**src/rtl/pixel_mask_stage.sv**
```systemverilog
// pixel_mask_stage
//   Thresholds one colour channel of each RGB565 pixel and streams the
//   coordinates of in-mask pixels to the centroid block. A one-cycle
//   tabulate pulse follows the drain of the last pixel of each frame and
//   publishes that frame's in-mask pixel count.
//
// Ports
//   clk_in, rst_n_in          clock, synchronous active-low reset
//   hcount_in, vcount_in      pixel column / row
//   pixel_in                  RGB565 pixel, R[15:11] G[10:5] B[4:0]
//   pixel_valid_in            qualifies coordinates and pixel
//   channel_sel_in            0=R 1=G 2=B 3=mask disabled
//   lo_in, hi_in              inclusive 6-bit threshold window
//   x_out, y_out, valid_out   in-mask pixel stream
//   mask_out, mask_valid_out  per-pixel mask bit for display overlay
//   tabulate_out              end-of-frame pulse
//   mask_count_out            in-mask count of last completed frame
//   error_out                 sticky truncated-frame flag
//
// state    | meaning
// ---------+----------------------------------------------------------
// WAIT_SOF | ignore pixels until the (0,0) pixel arrives
// ACTIVE   | accept every valid pixel until (H_ACTIVE-1, V_ACTIVE-1)
// FLUSH    | two cycles, pipeline drains, incoming pixels dropped
// TAB      | one cycle, count published on the following cycle

module pixel_mask_stage #(
    parameter int H_ACTIVE = 1024,
    parameter int V_ACTIVE = 768
) (
    input  logic        clk_in,
    input  logic        rst_n_in,
    input  logic [10:0] hcount_in,
    input  logic [9:0]  vcount_in,
    input  logic [15:0] pixel_in,
    input  logic        pixel_valid_in,
    input  logic [1:0]  channel_sel_in,
    input  logic [5:0]  lo_in,
    input  logic [5:0]  hi_in,
    output logic [10:0] x_out,
    output logic [9:0]  y_out,
    output logic        valid_out,
    output logic        mask_out,
    output logic        mask_valid_out,
    output logic        tabulate_out,
    output logic [20:0] mask_count_out,
    output logic        error_out
);

    localparam logic [1:0] WAIT_SOF = 2'd0;
    localparam logic [1:0] ACTIVE   = 2'd1;
    localparam logic [1:0] FLUSH    = 2'd2;
    localparam logic [1:0] TAB      = 2'd3;

    localparam logic [10:0] H_LAST    = 11'(H_ACTIVE - 1);
    localparam logic [9:0]  V_LAST    = 10'(V_ACTIVE - 1);
    localparam logic [20:0] COUNT_MAX = '1;

    logic [1:0]  state;
    logic        flush_cnt;

    logic [1:0]  sh_chan;
    logic [5:0]  sh_lo;
    logic [5:0]  sh_hi;

    logic        s1_valid;
    logic        s1_sof;
    logic [15:0] s1_pixel;
    logic [10:0] s1_x;
    logic [9:0]  s1_y;

    logic        s2_sof;
    logic [20:0] frame_cnt;

    logic        is_sof;
    logic        is_eof;
    logic        accept;
    logic [5:0]  chan_val;
    logic        in_mask;

    always_comb begin
        is_sof = pixel_valid_in && (hcount_in == 11'd0) && (vcount_in == 10'd0);
        is_eof = pixel_valid_in && (hcount_in == H_LAST) && (vcount_in == V_LAST);
        accept = ((state == ACTIVE) && pixel_valid_in) ||
                 ((state == WAIT_SOF) && is_sof);
    end

    // Stage-1 pixel is compared against thresholds that were captured
    // together with the SOF pixel, so the SOF pixel already sees them.
    always_comb begin
        chan_val = 6'd0;
        in_mask  = 1'b0;
        case (sh_chan)
            2'd0:    chan_val = {s1_pixel[15:11], 1'b0};
            2'd1:    chan_val = s1_pixel[10:5];
            2'd2:    chan_val = {s1_pixel[4:0], 1'b0};
            default: chan_val = 6'd0;
        endcase
        if (sh_chan != 2'd3) begin
            in_mask = (chan_val >= sh_lo) && (chan_val <= sh_hi);
        end
    end

    always_ff @(posedge clk_in) begin
        if (!rst_n_in) begin
            state          <= WAIT_SOF;
            flush_cnt      <= 1'b0;
            sh_chan        <= 2'd3;
            sh_lo          <= 6'd0;
            sh_hi          <= 6'd0;
            s1_valid       <= 1'b0;
            s1_sof         <= 1'b0;
            s1_pixel       <= 16'd0;
            s1_x           <= 11'd0;
            s1_y           <= 10'd0;
            s2_sof         <= 1'b0;
            frame_cnt      <= 21'd0;
            x_out          <= 11'd0;
            y_out          <= 10'd0;
            valid_out      <= 1'b0;
            mask_out       <= 1'b0;
            mask_valid_out <= 1'b0;
            tabulate_out   <= 1'b0;
            mask_count_out <= 21'd0;
            error_out      <= 1'b0;
        end else begin
            // stage 1
            s1_valid <= accept;
            s1_sof   <= accept && is_sof;
            s1_pixel <= pixel_in;
            s1_x     <= hcount_in;
            s1_y     <= vcount_in;

            if (accept && is_sof) begin
                sh_chan <= channel_sel_in;
                sh_lo   <= lo_in;
                sh_hi   <= hi_in;
            end

            // stage 2
            mask_valid_out <= s1_valid;
            mask_out       <= s1_valid && in_mask;
            valid_out      <= s1_valid && in_mask;
            x_out          <= s1_x;
            y_out          <= s1_y;
            s2_sof         <= s1_valid && s1_sof;

            // The clear rides down the pipeline with the SOF pixel so that
            // in-flight pixels of a truncated frame never leak into the new one.
            if (mask_valid_out && s2_sof) begin
                frame_cnt <= {20'd0, mask_out};
            end else if (valid_out && (frame_cnt != COUNT_MAX)) begin
                frame_cnt <= frame_cnt + 21'd1;
            end

            tabulate_out <= (state == TAB);
            if (state == TAB) begin
                mask_count_out <= frame_cnt;
            end

            case (state)
                WAIT_SOF: begin
                    if (is_sof) begin
                        state <= ACTIVE;
                    end
                end
                ACTIVE: begin
                    if (is_eof) begin
                        state     <= FLUSH;
                        flush_cnt <= 1'b0;
                    end else if (is_sof) begin
                        error_out <= 1'b1;
                    end
                end
                FLUSH: begin
                    if (flush_cnt) begin
                        state <= TAB;
                    end else begin
                        flush_cnt <= 1'b1;
                    end
                end
                default: begin
                    state <= WAIT_SOF;
                end
            endcase
        end
    end

endmodule

```
**config.mk**
```make
export PLATFORM = sky130hd
export DESIGN_NAME = pixel_mask_stage
export DESIGN_NICKNAME = d
export VERILOG_FILES = /design/src/rtl/pixel_mask_stage.sv
export SDC_FILE = /design/constraint.sdc
export NUM_CORES = 1
export LEC_CHECK = 0
export BUFFER_PORTS_ARGS = -buffer_cell sky130_fd_sc_hd__buf_4
export CORE_UTILIZATION = 45
export DETAILED_ROUTE_END_ITERATION = 6
export PLACE_DENSITY = 0.68
export SLEW_MARGIN = 20
export SYNTH_ARGS = -nofsm -noshare
export SYNTH_HDL_FRONTEND = slang
export SYNTH_SLANG_ARGS = --single-unit
```
**constraint.sdc**
```tcl
create_clock -name clk_in -period 4.3 [get_ports clk_in]
set_clock_uncertainty 0.05 [all_clocks]
set_input_delay 1.29 -clock clk_in [delete_from_list [all_inputs] [get_ports clk_in]]
set_output_delay 1.29 -clock clk_in [all_outputs]
set_load 0.005 [all_outputs]
```
==> results of run 1 <==
kinds of logic after synthesis:
family / Yosys count / synth area share, %
AO/OA/AOI/OAI: 58 / 7.74
XOR/XNOR: 8 / 1.43
adder cells (fa/ha/maj): 16 / 4.05
buffers and inverters: 39 / 3.36
flip-flops: 124 / 50.8
multiplexers: 44 / 9.04
AND/OR/NAND/NOR: 198 / 23.6
how the worst max path moves through the flow:
stage          slack (ns)            to  cells after the start          start
2_1_floorplan        1.37    sh_chan[0]                      6  hcount_in[10]
3_3_place_gp         1.20    sh_chan[0]                      7  hcount_in[10]
3_5_place_dp         1.18    sh_chan[0]                      7  hcount_in[10]
4_1_cts              1.72      mask_out                      1       mask_out
5_1_grt              1.48  frame_cnt[3]                      6   frame_cnt[1]
6_report             1.71      sh_hi[5]                      7  hcount_in[10]
area by class of cell:
| cell class | instances | area, um^2 | area share [%] |
|---|---|---|---|
| Clock buffer | 19 | 442 | 6.97 |
| Clock inverter | 13 | 166 | 2.63 |
| Inverter | 16 | 60.1 | 0.948 |
| Multi-Input combinational cell | 324 | 2240 | 35.3 |
| Sequential cell | 124 | 2480 | 39.2 |
| Tap cell | 136 | 170 | 2.69 |
| Timing Repair Buffer | 103 | 773 | 12.2 |
power by group:
| part | switching, mW | leakage [nW] | internal, mW |
|---|---|---|---|
| Clock | 0.508 | 0.279 | 0.914 |
| Sequential | 0.00651 | 1.01 | 1.18 |
| Combinational | 0.0374 | 1.17 | 0.0600 |
| Total | 0.552 | 2.46 | 2.15 |
worst max-delay path: stages:
cell      delay, ns
buf_4          0.11
or3b_1         0.38
nand4b_1       0.34
nor3_4         0.23
buf_4          0.29
mux2i_1        0.24
nor2b_1        0.06
state kept, by name, indices dropped and copies added, names as in the netlist, 2 cells and up:
register        count
frame_cnt          21
mask_count_out     21
s1_pixel           16
s1_x               11
x_out              11
s1_y               10
y_out              10
sh_hi               6
sh_lo               6
sh_chan             2
state               2
through the flow:
stage	hold slack, ns	setup slack, ns	cell area, um^2	util [%]
final	0.374	1.71	6330	60.8
after global routing	0.389	1.48	6330	60.8
after CTS	0.378	1.72	6330	60.8
after detailed placement	0.367	1.18	5720	55.0
after global placement	0.363	1.20	5720	55.0
after floorplan	0.362	1.37	4880	-
per-layer routing:
layer | wire length, um | up-vias | global-route usage (%)
met1 | 4500 | 1679 | 22.2
met3 | 390 | 15 | 6.19
li1 | - | 1866 | -
met4 | 197 | 0 | 8.04
met5 | 0 | - | 0
met2 | 4680 | 81 | 30.9
cell usage in the layout (no fill, tap or decap), types with 4 or more instances in the layout:
cell type	netlist	final
dfxtp_1	124	124
buf_4	2	103
and2_1	64	64
mux2i_1	43	43
nor2b_1	39	39
nand2_1	23	23
inv_1	16	16
nor2_1	16	16
a21oi_1	16	16
clkbuf_16	0	16
ha_1	15	15
o21ai_0	14	14
nand3_1	12	12
or3_1	9	9
nand4_1	8	8
xnor2_1	7	7
nor4_1	7	7
clkinvlp_4	0	6
nor3_1	5	5
a211oi_1	5	5
a31oi_1	4	4
==> results.tsv, run 1 <==
stage	metric	value	unit
worst_setup_path	arrival	2.94	ns
grt	grt_pass1_wl	16600	um
power_and_ir_drop	total_power	2.70	mW
route	drc	0	
power_and_ir_drop	vdd_drop_max	0.000266	V
clocking	h-tree-depth	4	
route	drt_iter0_drc	132	
synthesis	seq_area_frac_synth	50.8	%
clocking	cts_tree	yes	
synthesis	netlist_top_cells_area	dfxtp_1, mux2i_1, and2_1	
die	fp.dieH	106	um
grt	antenna_found_initial	0	
clocking	worstSkewPairLatency	0.51	ns
synthesis	synth_nets	556	
sta	post-route-period-util	60.3	%
status	outcome	finished, final reports clean	
synthesis	synth_top_cell_area_share	50.8	%
sta	hold_viol_final	0	
final_layout	fillers	872	
synthesis	async_flop_share	0	%
synthesis	yosysMostFrequentCell	dfxtp_1	
route	postRouteWirelength	9770	um
worst_setup_path	cp-end-kind	register	
worst_setup_path	worstSetupPathType	input pin to register	
clocking	cts_made_buffers	17	
route	post_drt_wl_per_cell	13.3	um
worst_setup_path	reg2reg_depth	9	
final_layout	final_layout_size_suffix_gt1_share	23.4	%
grt	grt_overflow	0	
final_layout	nets	655	
worst_setup_path	worst-path-max-fanout	15	
grt	track_usage	18.8	%
job	max_cap_viol_count	0	
route	ant_nets	0	
min_path	worstHoldEndpoint	y_out[5]	
clocking	clock-root-buffer	clkbuf_8	
sta	timing.setup.tns	0	ns
die	ioPinCount	101	
synthesis	ys_seq_elements	124	
worst_setup_path	cp-start-kind	input pin	
worst_setup_path	reg2reg_from	sh_chan[0]	
clocking	post-cts-setup-buffers	0	
clocking	ctsResizeCount	0	
synthesis	synth_flop_cell	dfxtp_1	
min_path	min_path_type	register to register	
power_and_ir_drop	leakage	2.46	nW
sta	period_needed	2.59	ns
die	start_util	46.9	%
synthesis	synth_common_cells	dfxtp_1, and2_1, mux2i_1	
power_and_ir_drop	power_density	427	mW/mm^2
synthesis	ys_types	48	
die	rows	37	
clocking	clockBufferDepth	2	
sta	tightest_slew	0.647	ns
synthesis	synth_edf_count	0	
synthesis	syn_area_per_cell	10.0	um^2
placement	placedCellCount	703	
synthesis	syn_inst	487	
placement	io_buffers	100	
min_path	hp-start	s1_y[5]	
route	routed_via_density	4.95	
final_layout	layout.cells.non_filler	735	
synthesis	yosys.area.top_type	dfxtp_1	
die	coreArea	0.0104	mm^2
synthesis	synthesis.area	0.00488	mm^2
final_layout	area.growth.synth_to_final	29.6	%
sta	relSlewSlack	56.8	%
final_layout	num_antenna_cells	0	
grt	grt_pass1_vias	3568	
grt	grt_max_degree	57	
worst_setup_path	required	4.65	ns
worst_setup_path	worstReg2RegEnd	mask_out	
sta	setup_viol	0	
die	die-area	0.0113	mm^2
worst_setup_path	rrSetupSlack	1.77	ns
sta	rsz0062_at_grt	no	
route	vias	3641	
route	first_pass_iters	4	
placement	dp_hpwl	6760	um
die	die_w	106	um
clocking	clock-sinks	124	
min_path	min_path_cells	1	
placement	finalWeightedCongestion	0.850	
clocking	postCtsHoldBufs	0	
synthesis	yosysWarningCount	0	
sta	clock.fmax	385	MHz
clocking	clkTransAtPathRegs	0.06	ns
sta	slew_violations	0	
Power figures use the tool's default switching activity.
==> inputs of run 2 (changes only) <==
- ABC_AREA: not set -> 1
- PLACE_DENSITY: 0.68 -> 0.7
- clock period: 4.3 -> 2.1 ns (I/O delays scaled with it)
==> results.tsv, run 2 <==
stage	metric	value	unit
route	post_drt_wl_per_cell	11.9	um
clocking	post-cts-setup-buffers	0	
grt	grt_overflow	0	
synthesis	synth_top_cell_area_share	49.3	%
clocking	worstSkewPairLatency	0.51	ns
power_and_ir_drop	total_power	5.66	mW
final_layout	post-route-util	59.9	%
die	die_w	108	um
route	postRouteWirelength	11100	um
synthesis	synthesis.area	0.00503	mm^2
worst_setup_path	worstSetupPathType	register to register	
final_layout	num_antenna_cells	0	
synthesis	synth_edf_count	0	
synthesis	ys_seq_elements	124	
synthesis	netlist_top_cells_area	dfxtp_1, nand2_1, inv_1	
clocking	cts_tree	yes	
clocking	clock-root-buffer	clkbuf_8	
worst_setup_path	critPathMaxStageDelay	0.41	ns
synthesis	yosysMostFrequentCell	nand2_1	
die	rows	38	
synthesis	synth_common_cells	nand2_1, dfxtp_1, inv_1	
sta	rsz0062_at_grt	no	
synthesis	synth_flop_cell	dfxtp_1	
final_layout	fillers	959	
route	drt_iter0_drc	139	
synthesis	synth_nets	746	
synthesis	seq_area_frac_synth	49.3	%
final_layout	final_cell_mix	nand2_1, dfxtp_1, inv_1	
final_layout	fin_area	0.00653	mm^2
worst_setup_path	worst-path-buf-inv	2	
grt	antenna_found_initial	0	
die	start_util	46.2	%
final_layout	multi_input_area	0.00199	mm^2
placement	io_buffers	100	
final_layout	final_common_cell	nand2_1	
grt	grt_pass1_wl	18700	um
die	die-area	0.0116	mm^2
sta	hold_viol_final	0	
final_layout	nets	852	
synthesis	yosys.area.top_type	dfxtp_1	
grt	grt_max_degree	88	
synthesis	async_flop_share	0	%
worst_setup_path	arrival	2.24	ns
final_layout	regArea	0.00248	mm^2
sta	timing.setup.tns	0	ns
grt	track_usage	20.8	%
route	routed_via_density	4.66	
worst_setup_path	crit_chain	inv_1 -> nor2_4 -> nand2_1 -> ha_1 -> inv_1 -> nand2_1 -> nand2_1 -> nand2_1 -> nand2_1 -> nand2_1 -> nand2_1 -> nand2_1 -> nand2_1 -> nand2_1 -> nand2_1 -> a21oi_1	
route	ant_nets	0	
die	coreArea	0.0109	mm^2
sta	setup_viol	0	
placement	dp_hpwl	8120	um
die	ioPinCount	101	
power_and_ir_drop	vdd_drop_max	0.000587	V
final_layout	final_layout_size_suffix_gt1_share	20.1	%
worst_setup_path	required	2.49	ns
worst_setup_path	critPathSlowestCell	dfxtp_1	
placement	place_area	0.00596	mm^2
sta	slew_violations	0	
grt	grt_pass1_vias	4127	
sta	period_needed	1.85	ns
sta	tightest_slew	0.379	ns
clocking	h-tree-depth	4	
worst_setup_path	worst-path-max-fanout	5	
sta	fin_hold_ws	0.247	ns
final_layout	largestRegisters	frame_cnt x21, mask_count_out x21, s1_pixel x16	
status	outcome	finished, final reports clean	
worst_setup_path	cp-end-kind	register	
route	drc	0	
die	fp.dieH	108	um
min_path	min_path_type	input pin to register	
worst_setup_path	crit_family	simple AND/OR/NAND/NOR gates	
route	first_pass_iters	5	
sta	clock.fmax	540	MHz
synthesis	yosysWarningCount	0	
route	vias	4361	
placement	finalWeightedCongestion	0.887	
job	max_cap_viol_count	0	
power_and_ir_drop	power_density	867	mW/mm^2
synthesis	syn_inst	677	
final_layout	area.growth.synth_to_final	29.7	%
clocking	cts_made_buffers	17	
synthesis	ys_types	32	
worst_setup_path	cp-start-kind	register	
worst_setup_path	crit_top_cell	nand2_1	
clocking	clock-sinks	124	
sta	relSlewSlack	74.6	%
clocking	clkTransAtPathRegs	0.06	ns
synthesis	syn_area_per_cell	7.43	um^2
sta	post-route-period-util	88.2	%
power_and_ir_drop	leakage	3.22	nW
clocking	clockBufferDepth	2	
-- run 2: cell count changes in the layout (fill, tap and decap cells not counted), sizes merged, moves of 18 or more --
cell | before | now
nand2 | 23 | 192
nor2 | 16 | 52
mux2i | 43 | 0
a21oi | 16 | 53
nor2b | 39 | 0
and2 | 64 | 0
nand3 | 12 | 30
inv | 17 | 120
-- run 2: layout make-up --
class / count / area share, %
clock inverters: 11 / 1.86
inverters: 121 / 6.96
well taps: 140 / 2.68
clock buffers: 20 / 6.67
multi-input cells: 409 / 30.5
flip-flops and latches: 124 / 38.0
repair buffers: 110 / 13.2
-- run 2: repair_timing --
item                                   in CTS  in global routing
resized for setup                           0                  3
setup endpoints to repair                   0                  1
hold buffers                                0                  0
endpoints found under the hold margin       0                  0
-- run 2: path summary, 6_finish.rpt --
kind	from	endpoint	slack, ns	depth (start not counted)
worst min register to register	s1_x[1]	x_out[1]	0.36	2
worst min-delay path	pixel_in[6]	s1_pixel[6]	0.25	3
worst max-delay path	sh_chan[0]	mask_out	0.25	16
worst max register to register	sh_chan[0]	mask_out	0.25	16
-- run 2: kinds of logic after synthesis --
logic type / Yosys count / share of synthesized area, %
compound gates: 87 / 9.17
fa+ha+maj: 15 / 3.73
xor+xnor: 7 / 1.22
simple gates: 300 / 25.3
flops: 124 / 49.3
buf+inv: 144 / 11.3
-- run 2: routing by layer --
layer | share of wire (%) | up-vias | routed length (um) | GRT usage (%)
met2 | 50 | 107 | 5570 | 36.2
li1 | - | 2289 | - | -
met3 | 4.8 | 13 | 529 | 6.23
met1 | 44 | 1952 | 4880 | 24.2
met4 | 1.2 | 0 | 133 | 6.65
met5 | 0 | - | 0 | 0
-- run 2: tightest hold or removal path, cell delays in order --
cell and delay (ns):
buf_4 0.08, nand2_1 0.04, inv_1 0.04
-- run 2: power by group --
group / total (mW) / switching, mW / internal (mW) / leakage, nW
registers: 2.50 / 0.0432 / 2.46 / 1.01
logic: 0.450 / 0.233 / 0.217 / 1.94
clock network: 2.71 / 1.00 / 1.70 / 0.259
total: 5.66 / 1.28 / 4.38 / 3.22
-- run 2: per-stage QoR --
| stage | std cells | setup slack (ns) |
|---|---|---|
| floorplan | 677 | 0.321 |
| global placement | 904 | 0.132 |
| detailed placement | 904 | 0.0596 |
| CTS | 935 | 0.108 |
| global route | 935 | 0.0179 |
| finish | 935 | 0.247 |
==> inputs of run 3 (changes only) <==
- ABC_CLOCK_PERIOD_IN_PS: not set -> 2100
- REMOVE_ABC_BUFFERS: not set -> 1
==> results.tsv, run 3 (same netlist as run 2, synthesis figures left out) <==
stage	metric	value	unit
power_and_ir_drop	leakage	3.25	nW
clocking	clockBufferDepth	2	
final_layout	final_cell_mix	nand2_1, dfxtp_1, inv_1	
power_and_ir_drop	total_power	5.81	mW
route	drt_iter0_drc	135	
sta	relSlewSlack	63.9	%
route	routed_via_density	4.76	
die	rows	38	
die	die_w	108	um
worst_setup_path	critPathSlowestCell	dfxtp_1	
worst_setup_path	worst-path-max-fanout	5	
clocking	worstSkewPairLatency	0.51	ns
sta	slew_violations	0	
worst_setup_path	reg2reg_depth	11	
worst_setup_path	rrSetupSlack	0.17	ns
worst_setup_path	arrival	2.32	ns
worst_setup_path	reg2reg_from	sh_chan[0]	
die	fp.dieH	108	um
worst_setup_path	worst-path-buf-inv	2	
clocking	cts_tree	yes	
placement	io_buffers	100	
final_layout	num_antenna_cells	0	
sta	post-route-period-util	92.1	%
grt	grt_max_degree	57	
worst_setup_path	crit_path_start	sh_chan[0]	
die	start_util	46.2	%
worst_setup_path	endpoint	mask_out	
placement	dp_hpwl	8310	um
grt	grt_pass1_vias	4214	
worst_setup_path	worstSetupPathType	register to register	
route	postRouteWirelength	11300	um
clocking	h-tree-depth	4	
clocking	clock-sinks	124	
power_and_ir_drop	power_density	888	mW/mm^2
sta	fin_hold_ws	0.246	ns
placement	placedCellCount	905	
clocking	clock-root-buffer	clkbuf_8	
power_and_ir_drop	power.share.combinational	7.8	%
worst_setup_path	crit_top_cell	nor2_1	
worst_setup_path	critPathMaxStageDelay	0.40	ns
sta	tightest_slew	0.541	ns
die	coreArea	0.0109	mm^2
worst_setup_path	crit_family	simple AND/OR/NAND/NOR gates	
worst_setup_path	cp.depth	11	
route	first_pass_iters	4	
die	die-area	0.0116	mm^2
clocking	clkTransAtPathRegs	0.05	ns
worst_setup_path	required	2.49	ns
power_and_ir_drop	swShare	21.2	%
sta	rsz0062_at_grt	no	
power_and_ir_drop	p_switching	1.23	mW
job	max_cap_viol_count	0	
route	drc	0	
min_path	min_path_type	input pin to register	
die	ioPinCount	101	
clocking	ctsResizeCount	0	
worst_setup_path	crit_chain	inv_1 -> nor2_1 -> buf_4 -> nand2_1 -> nand3_1 -> ha_1 -> a21oi_1 -> nor2_1 -> nor2_1 -> nand2_1 -> a21oi_1	
worst_setup_path	cp-end-kind	register	
final_layout	final_common_cell	nand2_1	
status	outcome	finished, final reports clean	
sta	setup_viol	0	
grt	antenna_found_initial	0	
grt	grt_pass1_wl	18700	um
power_and_ir_drop	pwr-share-clk	49.1	%
sta	period_needed	1.93	ns
power_and_ir_drop	vdd_drop_max	0.000573	V
sta	clock.fmax	517	MHz
power_and_ir_drop	seq_power_share	43.1	%
final_layout	largestRegisters	frame_cnt x21, mask_count_out x21, s1_pixel x16	
clocking	cts_made_buffers	17	
grt	track_usage	20.8	%
final_layout	layout.cells.non_filler	935	
final_layout	area.growth.synth_to_final	30.0	%
clocking	post-cts-setup-buffers	0	
sta	hold_viol_final	0	
placement	finalWeightedCongestion	0.932	
worst_setup_path	cp-start-kind	register	
final_layout	nets	853	
final_layout	final_layout_size_suffix_gt1_share	20.0	%
worst_setup_path	worstReg2RegEnd	mask_out	
sta	timing.setup.tns	0	ns
route	vias	4455	
route	ant_nets	0	
route	post_drt_wl_per_cell	12.1	um
grt	grt_overflow	0	
clocking	postCtsHoldBufs	0	
power_and_ir_drop	p_int	4.58	mW
## run 3: tightest hold or removal path, stage by stage
cell     delay, ns
buf_4         0.07
nand2_1       0.04
inv_1         0.04
## run 3: how the worst min path moves through the flow
stage,from,end,slack (ns),cells after the start
global route,pixel_in[8],s1_pixel[8],0.22,3
floorplan,s1_x[0],x_out[0],0.34,2
global placement,s1_x[7],x_out[7],0.34,2
finish,pixel_in[12],s1_pixel[12],0.25,3
CTS,pixel_in[12],s1_pixel[12],0.22,3
detailed placement,s1_y[0],y_out[0],0.35,2
## run 3: power groups by stage
stage / logic (mW) / clock network (mW) / registers, mW
after floorplan: 0.202 / 0 / 2.55
after global routing: 0.510 / 3.04 / 2.51
final: 0.454 / 2.85 / 2.50
after global placement: 0.428 / 0 / 2.55
after detailed placement: 0.455 / 0 / 2.55
after CTS: 0.459 / 2.92 / 2.50
## run 3: area by class of cell
class	count	area [um^2]
tap	140	175
timing repair buffer	111	858
clock inverter	8	115
inverter	121	454
fill	988	4350
multi-input combinational	409	1980
sequential	124	2480
clock buffer	22	473
## run 3: layer usage
layer  GRT usage, %  up-vias  part of all wire, %
met5              0        -                    0
met4           6.85        0                  1.1
met3           7.26       12                  4.4
met2           36.6      114                   51
met1           23.1     2031                   43
li1               -     2298                    -
## run 3: stage by stage
| stage | worst slack [ns] | utilization (%) | cell area, um^2 |
|---|---|---|---|
| final | 0.167 | 60.1 | 6540 |
| after detailed placement | 0.157 | 54.7 | 5950 |
| after floorplan | 0.246 | - | 4920 |
| after CTS | 0.191 | 60.1 | 6540 |
| after global routing | 0.0290 | 60.1 | 6540 |
| after global placement | 0.221 | 54.7 | 5950 |
